<file path="src/rtl/cacheline_arbiter_if.sv">
`default_nettype none
// ============================================================================
// Module   : cacheline_arbiter_if
// Purpose  : Bundles the I-cache, D-cache and memory line ports seen by the
//            cacheline arbiter.
// Revision : 1.0  initial release
// ============================================================================
interface cacheline_arbiter_if #(
  parameter int LINE_W = 256,
  parameter int ADDR_W = 32
);
  logic              i_read;
  logic [ADDR_W-1:0] i_addr;
  logic [LINE_W-1:0] i_rdata;
  logic              i_resp;
  logic              d_read;
  logic              d_write;
  logic [ADDR_W-1:0] d_addr;
  logic [LINE_W-1:0] d_wdata;
  logic [LINE_W-1:0] d_rdata;
  logic              d_resp;
  logic              pmem_read;
  logic              pmem_write;
  logic [ADDR_W-1:0] pmem_addr;
  logic [LINE_W-1:0] pmem_wdata;
  logic [LINE_W-1:0] pmem_rdata;
  logic              pmem_resp;
  logic [1:0]        grant;

  // Arbiter side.
  modport master (
    input  i_read, i_addr, d_read, d_write, d_addr, d_wdata, pmem_rdata, pmem_resp,
    output i_rdata, i_resp, d_rdata, d_resp, pmem_read, pmem_write, pmem_addr,
           pmem_wdata, grant
  );

  // Caches and memory side.
  modport slave (
    output i_read, i_addr, d_read, d_write, d_addr, d_wdata, pmem_rdata, pmem_resp,
    input  i_rdata, i_resp, d_rdata, d_resp, pmem_read, pmem_write, pmem_addr,
           pmem_wdata, grant
  );
endinterface
`default_nettype wire

</file>
<file path="src/rtl/cacheline_arbiter.sv">
`default_nettype none
// ============================================================================
// Module   : cacheline_arbiter
// Purpose  : Serialises I-cache and D-cache line requests onto one memory
//            port. Macro ARB_ROUND_ROBIN_EN selects round-robin tie-break.
// Revision : 1.0  initial release
// ============================================================================
module cacheline_arbiter #(
  parameter int LINE_W = 256,
  parameter int ADDR_W = 32
) (
  input  wire logic         clk,
  input  wire logic         rst,
  cacheline_arbiter_if.master bus
);
  localparam logic [1:0] c_IDLE    = 2'd0;
  localparam logic [1:0] c_I_BUSY  = 2'd1;
  localparam logic [1:0] c_D_BUSY  = 2'd2;
  localparam logic [1:0] c_RELEASE = 2'd3;

  localparam logic [1:0] c_GRANT_NONE = 2'b00;
  localparam logic [1:0] c_GRANT_I    = 2'b01;
  localparam logic [1:0] c_GRANT_D    = 2'b10;

  logic [1:0]        r_state;
  logic [1:0]        r_grant;
  logic [ADDR_W-1:0] r_addr;
  logic [LINE_W-1:0] r_wdata;
  logic              r_is_write;
  logic              r_pmem_read;
  logic              r_pmem_write;
  logic [LINE_W-1:0] r_i_rdata;
  logic [LINE_W-1:0] r_d_rdata;
  logic              r_i_resp;
  logic              r_d_resp;

  logic w_i_req;
  logic w_d_req;
  logic w_pick_d;

  assign w_i_req = bus.i_read;
  assign w_d_req = bus.d_read | bus.d_write;

`ifdef ARB_ROUND_ROBIN_EN
  // High when D won the most recent arbitration; reset value means I.
  logic r_last_grant_d;

  assign w_pick_d = w_d_req & (~w_i_req | ~r_last_grant_d);

  always_ff @(posedge clk or negedge rst) begin
    if (!rst) begin
      r_last_grant_d <= 1'b0;
    end else if (r_state == c_IDLE && (w_i_req || w_d_req)) begin
      r_last_grant_d <= w_pick_d;
    end
  end
`else
  assign w_pick_d = w_d_req;
`endif

  always_ff @(posedge clk or negedge rst) begin
    if (!rst) begin
      r_state      <= c_IDLE;
      r_grant      <= c_GRANT_NONE;
      r_addr       <= '0;
      r_wdata      <= '0;
      r_is_write   <= 1'b0;
      r_pmem_read  <= 1'b0;
      r_pmem_write <= 1'b0;
      r_i_rdata    <= '0;
      r_d_rdata    <= '0;
      r_i_resp     <= 1'b0;
      r_d_resp     <= 1'b0;
    end else begin
      case (r_state)
        c_IDLE: begin
          if (w_pick_d) begin
            // Write wins when the D-cache raises both read and write.
            r_addr       <= bus.d_addr;
            r_wdata      <= bus.d_wdata;
            r_is_write   <= bus.d_write;
            r_pmem_write <= bus.d_write;
            r_pmem_read  <= ~bus.d_write;
            r_grant      <= c_GRANT_D;
            r_state      <= c_D_BUSY;
          end else if (w_i_req) begin
            r_addr       <= bus.i_addr;
            r_is_write   <= 1'b0;
            r_pmem_read  <= 1'b1;
            r_pmem_write <= 1'b0;
            r_grant      <= c_GRANT_I;
            r_state      <= c_I_BUSY;
          end
        end
        c_I_BUSY: begin
          if (bus.pmem_resp) begin
            r_i_rdata    <= bus.pmem_rdata;
            r_i_resp     <= 1'b1;
            r_pmem_read  <= 1'b0;
            r_pmem_write <= 1'b0;
            r_state      <= c_RELEASE;
          end
        end
        c_D_BUSY: begin
          if (bus.pmem_resp) begin
            if (!r_is_write) begin
              r_d_rdata <= bus.pmem_rdata;
            end
            r_d_resp     <= 1'b1;
            r_pmem_read  <= 1'b0;
            r_pmem_write <= 1'b0;
            r_state      <= c_RELEASE;
          end
        end
        default: begin
          r_i_resp <= 1'b0;
          r_d_resp <= 1'b0;
          r_grant  <= c_GRANT_NONE;
          r_state  <= c_IDLE;
        end
      endcase
    end
  end

  assign bus.i_rdata    = r_i_rdata;
  assign bus.i_resp     = r_i_resp;
  assign bus.d_rdata    = r_d_rdata;
  assign bus.d_resp     = r_d_resp;
  assign bus.pmem_read  = r_pmem_read;
  assign bus.pmem_write = r_pmem_write;
  assign bus.pmem_addr  = r_addr;
  assign bus.pmem_wdata = r_wdata;
  assign bus.grant      = r_grant;

`ifndef SYNTHESIS
  always @(posedge clk) begin
    if (rst) begin
      if (r_state == c_IDLE) begin
        assert (!(bus.d_read && bus.d_write))
          else $warning("d_read and d_write both high; serving as a write");
      end
      assert (!(r_pmem_read && r_pmem_write))
        else $error("pmem_read and pmem_write both high");
      assert (!(r_i_resp && r_d_resp))
        else $error("i_resp and d_resp both high");
    end
  end
`endif
endmodule
`default_nettype wire

</file>
<file path="src/flat_wrapper.sv">
// flat-port wrapper written by rule: the top's interface ports become plain ports
module cacheline_arbiter_flat 
#(
  parameter int LINE_W = 256,
  parameter int ADDR_W = 32
)
  (clk, rst, bus_i_read, bus_i_addr, bus_d_read, bus_d_write, bus_d_addr, bus_d_wdata, bus_pmem_rdata, bus_pmem_resp, bus_i_rdata, bus_i_resp, bus_d_rdata, bus_d_resp, bus_pmem_read, bus_pmem_write, bus_pmem_addr, bus_pmem_wdata, bus_grant);
  cacheline_arbiter_if #(.LINE_W(LINE_W), .ADDR_W(ADDR_W)) bus_i ();
  input  wire logic clk;
  input  wire logic rst;
  input wire logic [$bits(bus_i.i_read)-1:0] bus_i_read;
  input wire logic [$bits(bus_i.i_addr)-1:0] bus_i_addr;
  input wire logic [$bits(bus_i.d_read)-1:0] bus_d_read;
  input wire logic [$bits(bus_i.d_write)-1:0] bus_d_write;
  input wire logic [$bits(bus_i.d_addr)-1:0] bus_d_addr;
  input wire logic [$bits(bus_i.d_wdata)-1:0] bus_d_wdata;
  input wire logic [$bits(bus_i.pmem_rdata)-1:0] bus_pmem_rdata;
  input wire logic [$bits(bus_i.pmem_resp)-1:0] bus_pmem_resp;
  output wire logic [$bits(bus_i.i_rdata)-1:0] bus_i_rdata;
  output wire logic [$bits(bus_i.i_resp)-1:0] bus_i_resp;
  output wire logic [$bits(bus_i.d_rdata)-1:0] bus_d_rdata;
  output wire logic [$bits(bus_i.d_resp)-1:0] bus_d_resp;
  output wire logic [$bits(bus_i.pmem_read)-1:0] bus_pmem_read;
  output wire logic [$bits(bus_i.pmem_write)-1:0] bus_pmem_write;
  output wire logic [$bits(bus_i.pmem_addr)-1:0] bus_pmem_addr;
  output wire logic [$bits(bus_i.pmem_wdata)-1:0] bus_pmem_wdata;
  output wire logic [$bits(bus_i.grant)-1:0] bus_grant;
  assign bus_i.i_read = bus_i_read;
  assign bus_i.i_addr = bus_i_addr;
  assign bus_i.d_read = bus_d_read;
  assign bus_i.d_write = bus_d_write;
  assign bus_i.d_addr = bus_d_addr;
  assign bus_i.d_wdata = bus_d_wdata;
  assign bus_i.pmem_rdata = bus_pmem_rdata;
  assign bus_i.pmem_resp = bus_pmem_resp;
  assign bus_i_rdata = bus_i.i_rdata;
  assign bus_i_resp = bus_i.i_resp;
  assign bus_d_rdata = bus_i.d_rdata;
  assign bus_d_resp = bus_i.d_resp;
  assign bus_pmem_read = bus_i.pmem_read;
  assign bus_pmem_write = bus_i.pmem_write;
  assign bus_pmem_addr = bus_i.pmem_addr;
  assign bus_pmem_wdata = bus_i.pmem_wdata;
  assign bus_grant = bus_i.grant;
  cacheline_arbiter #(.LINE_W(LINE_W), .ADDR_W(ADDR_W)) u_core (.clk(clk), .rst(rst), .bus(bus_i));
endmodule
</file>
<file path="config.mk">
export PLATFORM = sky130hd
export DESIGN_NAME = cacheline_arbiter_flat
export DESIGN_NICKNAME = d
export VERILOG_FILES = /design/src/rtl/cacheline_arbiter_if.sv /design/src/rtl/cacheline_arbiter.sv /design/src/flat_wrapper.sv
export SDC_FILE = /design/constraint.sdc
export NUM_CORES = 1
export LEC_CHECK = 0
export CORE_AREA = 3 3 535 537
export DETAILED_ROUTE_END_ITERATION = 10
export DIE_AREA = 0 0 538 540
export GPL_TIMING_DRIVEN = 1
export SYNTH_ARGS = -nofsm -noshare
export SYNTH_HDL_FRONTEND = slang
export SYNTH_SLANG_ARGS = --single-unit
export TNS_END_PERCENT = 1
</file>
<file path="constraint.sdc">
create_clock -name clk -period 1.9 [get_ports clk]
set_input_delay 0.285 -clock clk [delete_from_list [all_inputs] [get_ports clk]]
set_output_delay 0.285 -clock clk [all_outputs]
set_load 0.02 [all_outputs]
</file>
======== Word level (Yosys, flattened, before mapping) ========
Index checks and enable logic that the tools add are counted.
word-level totals
  register bits ........................... 809
  input port bits ......................... 582
  output and inout bits ................... 806
  word-level logic and storage cells ...... 55
cells by class
  eq/ne operators ......................... 6
  mux-type cells .......................... 17
  bitwise operators ....................... 6
  reductions and logical operators ........ 15
operator list
  cell                                                 number
  2-to-1 mux 32 bit                                    2
  AND reduction 2 bit                                  7
  one-hot mux 1 bit (2 select lines)                   4
  one-hot mux 2 bit (2 select lines)                   2
  2-to-1 mux 1 bit                                     6
  2-to-1 mux 2 bit                                     3
  AND reduction 3 bit                                  2
  OR reduction 2 bit                                   3
  inverter 1 bit                                       5
  != test 2 bit, second input constant                 2
  nonzero test 2 bit                                   2
  != test 3 x 2 -> 1 bit, second input constant        1
  equality test 2 x 1 -> 1 bit, second input constant  1
  equality test 2 bit, second input constant           1
  zero test 2 bit                                      1
  != test 2 x 1 -> 1 bit, second input constant        1
  bitwise OR 1 bit                                     1

======== Longest topological paths before layout ========
  word-level depth ........................ 4
  mapped depth ............................ 7
  depth with buffers taken out ............ 5

======== Least setup slack after synthesis ========
No wires, ideal clock.
  path type ............................... register to register
  start ................................... reg u_core.r_state[0]
  end ..................................... reg u_core.r_d_rdata[199] (netlist: u_core.bus.d_rdata[199])
  setup time .............................. 125 ps
  arrival ................................. 1558 ps
  required time ........................... 1775 ps
  slack ................................... 217 ps
  cell stages (with the launch flop) ...... 7
  path through ............................ dfrtp_1 inv_1 ha_1 nand3b_1 buf_2 buf_2 mux2_2
on the way
  cells in the longest elaborated chain, start to end .. 2
RTL lines
  element                        RTL line                  text
  start: declaration             cacheline_arbiter.sv:25   logic [1:0] r_state;
  start signal: assignment       cacheline_arbiter.sv:63   r_state <= c_IDLE;
  start signal: assignment       cacheline_arbiter.sv:85   r_state <= c_D_BUSY;
  start signal: assignment       cacheline_arbiter.sv:92   r_state <= c_I_BUSY;
  equality test 2 bit            cacheline_arbiter.sv:75   case (r_state)
  AND reduction 3 bit (no line)  --
  end signal: assignment         cacheline_arbiter.sv:107  r_d_rdata <= bus.pmem_rdata;
  end: declaration               cacheline_arbiter.sv:33   logic [LINE_W-1:0] r_d_rdata;
No other way between the ends.
A chain may end at the register's enable or synchronous reset.

======== Worst setup path in the final report ========
  start ................................... reg u_core.r_state[1]
  end ..................................... reg u_core.r_d_rdata[174] (netlist: u_core.bus.d_rdata[174])
The elaborated chain is that of the path after synthesis.

==> impl_metrics.yaml <==
sta:
  setup_viol: 48
  timing.final.max_slew_violations: 0
  hold_viol: 0
  fin_ws_ns: -0.04945
  tightest_slew_ns: 0.6601
  rsz0062_at_grt: "true"
  skew_ns: 0.06351
  max_freq_mhz: 513.0
  finalCritPeriodShare_pct: 102.6
  fin_crit_ns: 1.949
  maxSlewHeadroom_pct: 55.85
route:
  postRouteAntennaNets: 0
  vias_per_cell: 3.160
  wl_per_cell_um: 28.25
  num_vias: 22920
  dr.pass1.iters: 5
  wl_um: 204900
  drc_errors: 0
  drt_iter0_drc: 844
power:
  power_uw: 101500
  switching_share_pct: 42.40
  cellPowerDensity_nw_per_um2: 1913
  clkPwrFrac_pct: 20.0
  p_int_uw: 58440
  netSwitchingPower_uw: 43020
  seq_power_share_pct: 31.4
  p_leak_uw: 0.02258
  p_comb_share_pct: 48.6
  vdd_ir_drop_max_uv: 1002
worst_setup_path:
  crit_family: "buffers and inverters"
  crit_slowest_cell: "dfrtp_1"
  crit_chain: "buf_6 > ha_4 > nand3b_1 > buf_4 > buf_12 > buf_12 > buf_16 > mux2_2"
  r2r_cells: 8
  worstSetupStartpointType: "register"
  worstSetupPathType: "reg -> reg"
  required_ns: 2.56
  cp_num_cells: 8
  path_buf_inv: 5
  end_kind: "register"
  worst-path-max-fanout: 23
  arrival_ns: 2.61
  max_stage_delay_ns: 0.40
  crit_path_frequent_cell: "buf_12"
finish:
  utilization_pct: 18.80
  fillers: 30650
  syn2layout_area_growth_pct: 74.54
  regArea_um2: 20270
  layout-drive-gt1-share_pct: 44.65
  nNetsFinal: 3996
  multiInputGateArea_um2: 9651
floorplanning:
  die_h_um: 540
  start_util_pct: 10.77
  dieArea_um2: 290500
  ios: 1388
  core.rowCount: 195
  core_area_um2: 282000
  die_x_um: 538
yosys:
  synth_cell_types: 28
  synth-seq-cells: 809
  yosysWarnings: 0
  ys_seq_area_share_pct: 66.63
  syn_area_per_cell_um2: 16.80
  ys_top_cells_by_area: "dfrtp_1 67%, mux2_2 29%, mux2i_1 1.1%, buf_2 1.1%, o21ai_0 0.58%"
  synth_edf_count: 0
  yosys-top-cells-count: "809 x dfrtp_1, 770 x mux2_2, 65 x buf_2"
  postSynthCellCount: 1809
  synth_area_leader_cell: "dfrtp_1"
  syn_nets: 2397
  synth_most_common_cell: "dfrtp_1"
  syn_area_um2: 30380
  synth-main-ff-cell: "dfrtp_1"
  async_flop_share_pct: 100.0
  synth_top_area_share_pct: 66.63
job:
  maxCapViolCount: 0
grt:
  grt_max_degree: 85
  grt_pass1_vias: 24380
  grt_pass1_wl_um: 255500
  antenna_found_initial: 124
  track_usage_pct: 13.36
  gr-total-overflow: 0
placement:
  place_congestion: 0.9074
  hpwl_um: 173600
  io_buffers: 1387
clock_network:
  numClockSinks: 809
  path_clk_slew_ns: 0.07
  cts_buffer_depth: 4
  cts_max_level: 3
  cts_tree: "done"
  clk_latency_ns: 0.83
  cts_made_buffers: 101
  root_buffer: "clkbuf_16"
min_path:
  worst_hold_path_type: "in -> reg"
  min_path_cells: 2
run_status:
  status: "complete, but fails checks"
  failed_checks: "setup timing"
## state kept, by name (all words and copies together) (netlist names), 2 cells and up
name and count:
u_core.bus.d_rdata 256, u_core.bus.grant 2, u_core.bus.i_rdata 256, u_core.bus.pmem_addr 32
u_core.bus.pmem_wdata 256, u_core.r_state 2
## what timing repair did
action / 4_1_cts / 5_1_grt
resized for setup: 1132 / 379
hold buffers: 28 / 0
endpoints found under the setup margin: 1034 / 815
endpoints found under the hold margin: 355 / 0
gates cloned: 0 / 7
pin swaps: 0 / 2
setup buffers: 0 / 22
## metal layers
layer  share of wire [%]  vias up  routed length (um)  GRT usage [%]
met2                  44     1221               89310          20.51
met1                  41    11690               84010          16.28
met3                  13      293               25670          7.032
li1                    -     9668                   -              -
met4                 2.7       54                5530          3.410
met5                0.20        -                 401              0
## through the flow
step                setup TNS (ns)  hold slack (ns)  area [um2]  std cells  setup WS [ns]
finish                     -0.7386          0.09694       53030       7254       -0.04945
global route                -10.40          0.02596       52990       7238       -0.09542
CTS                         -18.81        0.0001420       52710       7201       -0.09712
detailed placement         -171.15           0.2521       49720       6991        -0.3211
global placement           -154.88           0.2566       49720       6991        -0.2990
floorplan                        0         -0.01059       30380       1809         0.2170
## worst register-to-register path: cells and delay by family, from the launching register on
family / cells / cell delay (ns)
buf+inv: 5 / 0.74
fa+ha+maj: 1 / 0.15
mux: 1 / 0.39
flops: 1 / 0.40
simple gates: 1 / 0.10
## worst paths after layout
check,from,to,slack (ns)
hold / removal,bus_d_wdata[252],u_core.bus.pmem_wdata[252],0.1
setup reg to reg,u_core.r_state[1],u_core.bus.d_rdata[174],-0.05
hold reg to reg,u_core.r_is_write,u_core.r_is_write,0.47
max in group asynchronous,rst,u_core.bus.d_resp,0.52
min in group asynchronous,rst,u_core.bus.pmem_write,0.26
setup / recovery,u_core.r_state[1],u_core.bus.d_rdata[174],-0.05
## power groups by stage
| stage | clock network (uW) | logic, uW | registers, uW |
|---|---|---|---|
| floorplan | 0 | 12600 | 41300 |
| global placement | 0 | 54400 | 31800 |
| detailed placement | 0 | 54600 | 32100 |
| CTS | 21100 | 50100 | 31800 |
| global route | 21700 | 52400 | 32900 |
| finish | 20300 | 49300 | 31900 |
## logic make-up after synthesis
logic type | share of synthesized area (%)
AOI/OAI and AO/OA | 0.8648
and+or+nand+nor | 0.6219
DFF | 66.63
muxes | 29.62
buffers and inverters | 2.014
adders and majority gates | 0.2471
## cells in the final DEF, fill, tap and decap left out, types with 2 or more instances in the layout
cell type and count:
buf_4 238, clkdlybuf4s18_2 3, dlygate4sd2_1 289, clkbuf_8 20
clkbuf_1 9, dfrtp_1 788, inv_16 3, bufinv_16 9
ha_1 3, inv_6 3, clkinv_4 5, inv_8 4
nand2_1 35, clkdlybuf4s50_1 580, clkdlybuf4s15_2 74, buf_2 82
clkdlybuf4s15_1 111, clkinvlp_4 9, dfrtp_2 21, clkinv_2 19
diode_2 24, mux2_2 758, mux2_4 12, buf_12 47
mux2i_1 33, dlygate4sd3_1 28, inv_1 4, buf_16 8
buf_6 16, nor2_1 2, o21ai_0 35, clkbuf_16 109
clkbuf_2 103, ha_4 2, a21oi_1 3, buf_8 4
## area by class of cell
cell class                 instances  share of cell area [%]
tap                             3743                   8.831
antenna                           24                  0.1132
clock inverter                    52                   1.147
clock buffer                     130                   5.348
multi-input combinational        900                   18.20
inverter                           5                 0.03539
sequential                       809                   38.22
timing repair buffer            1591                   28.11
(Power assumes the default switching activity.)
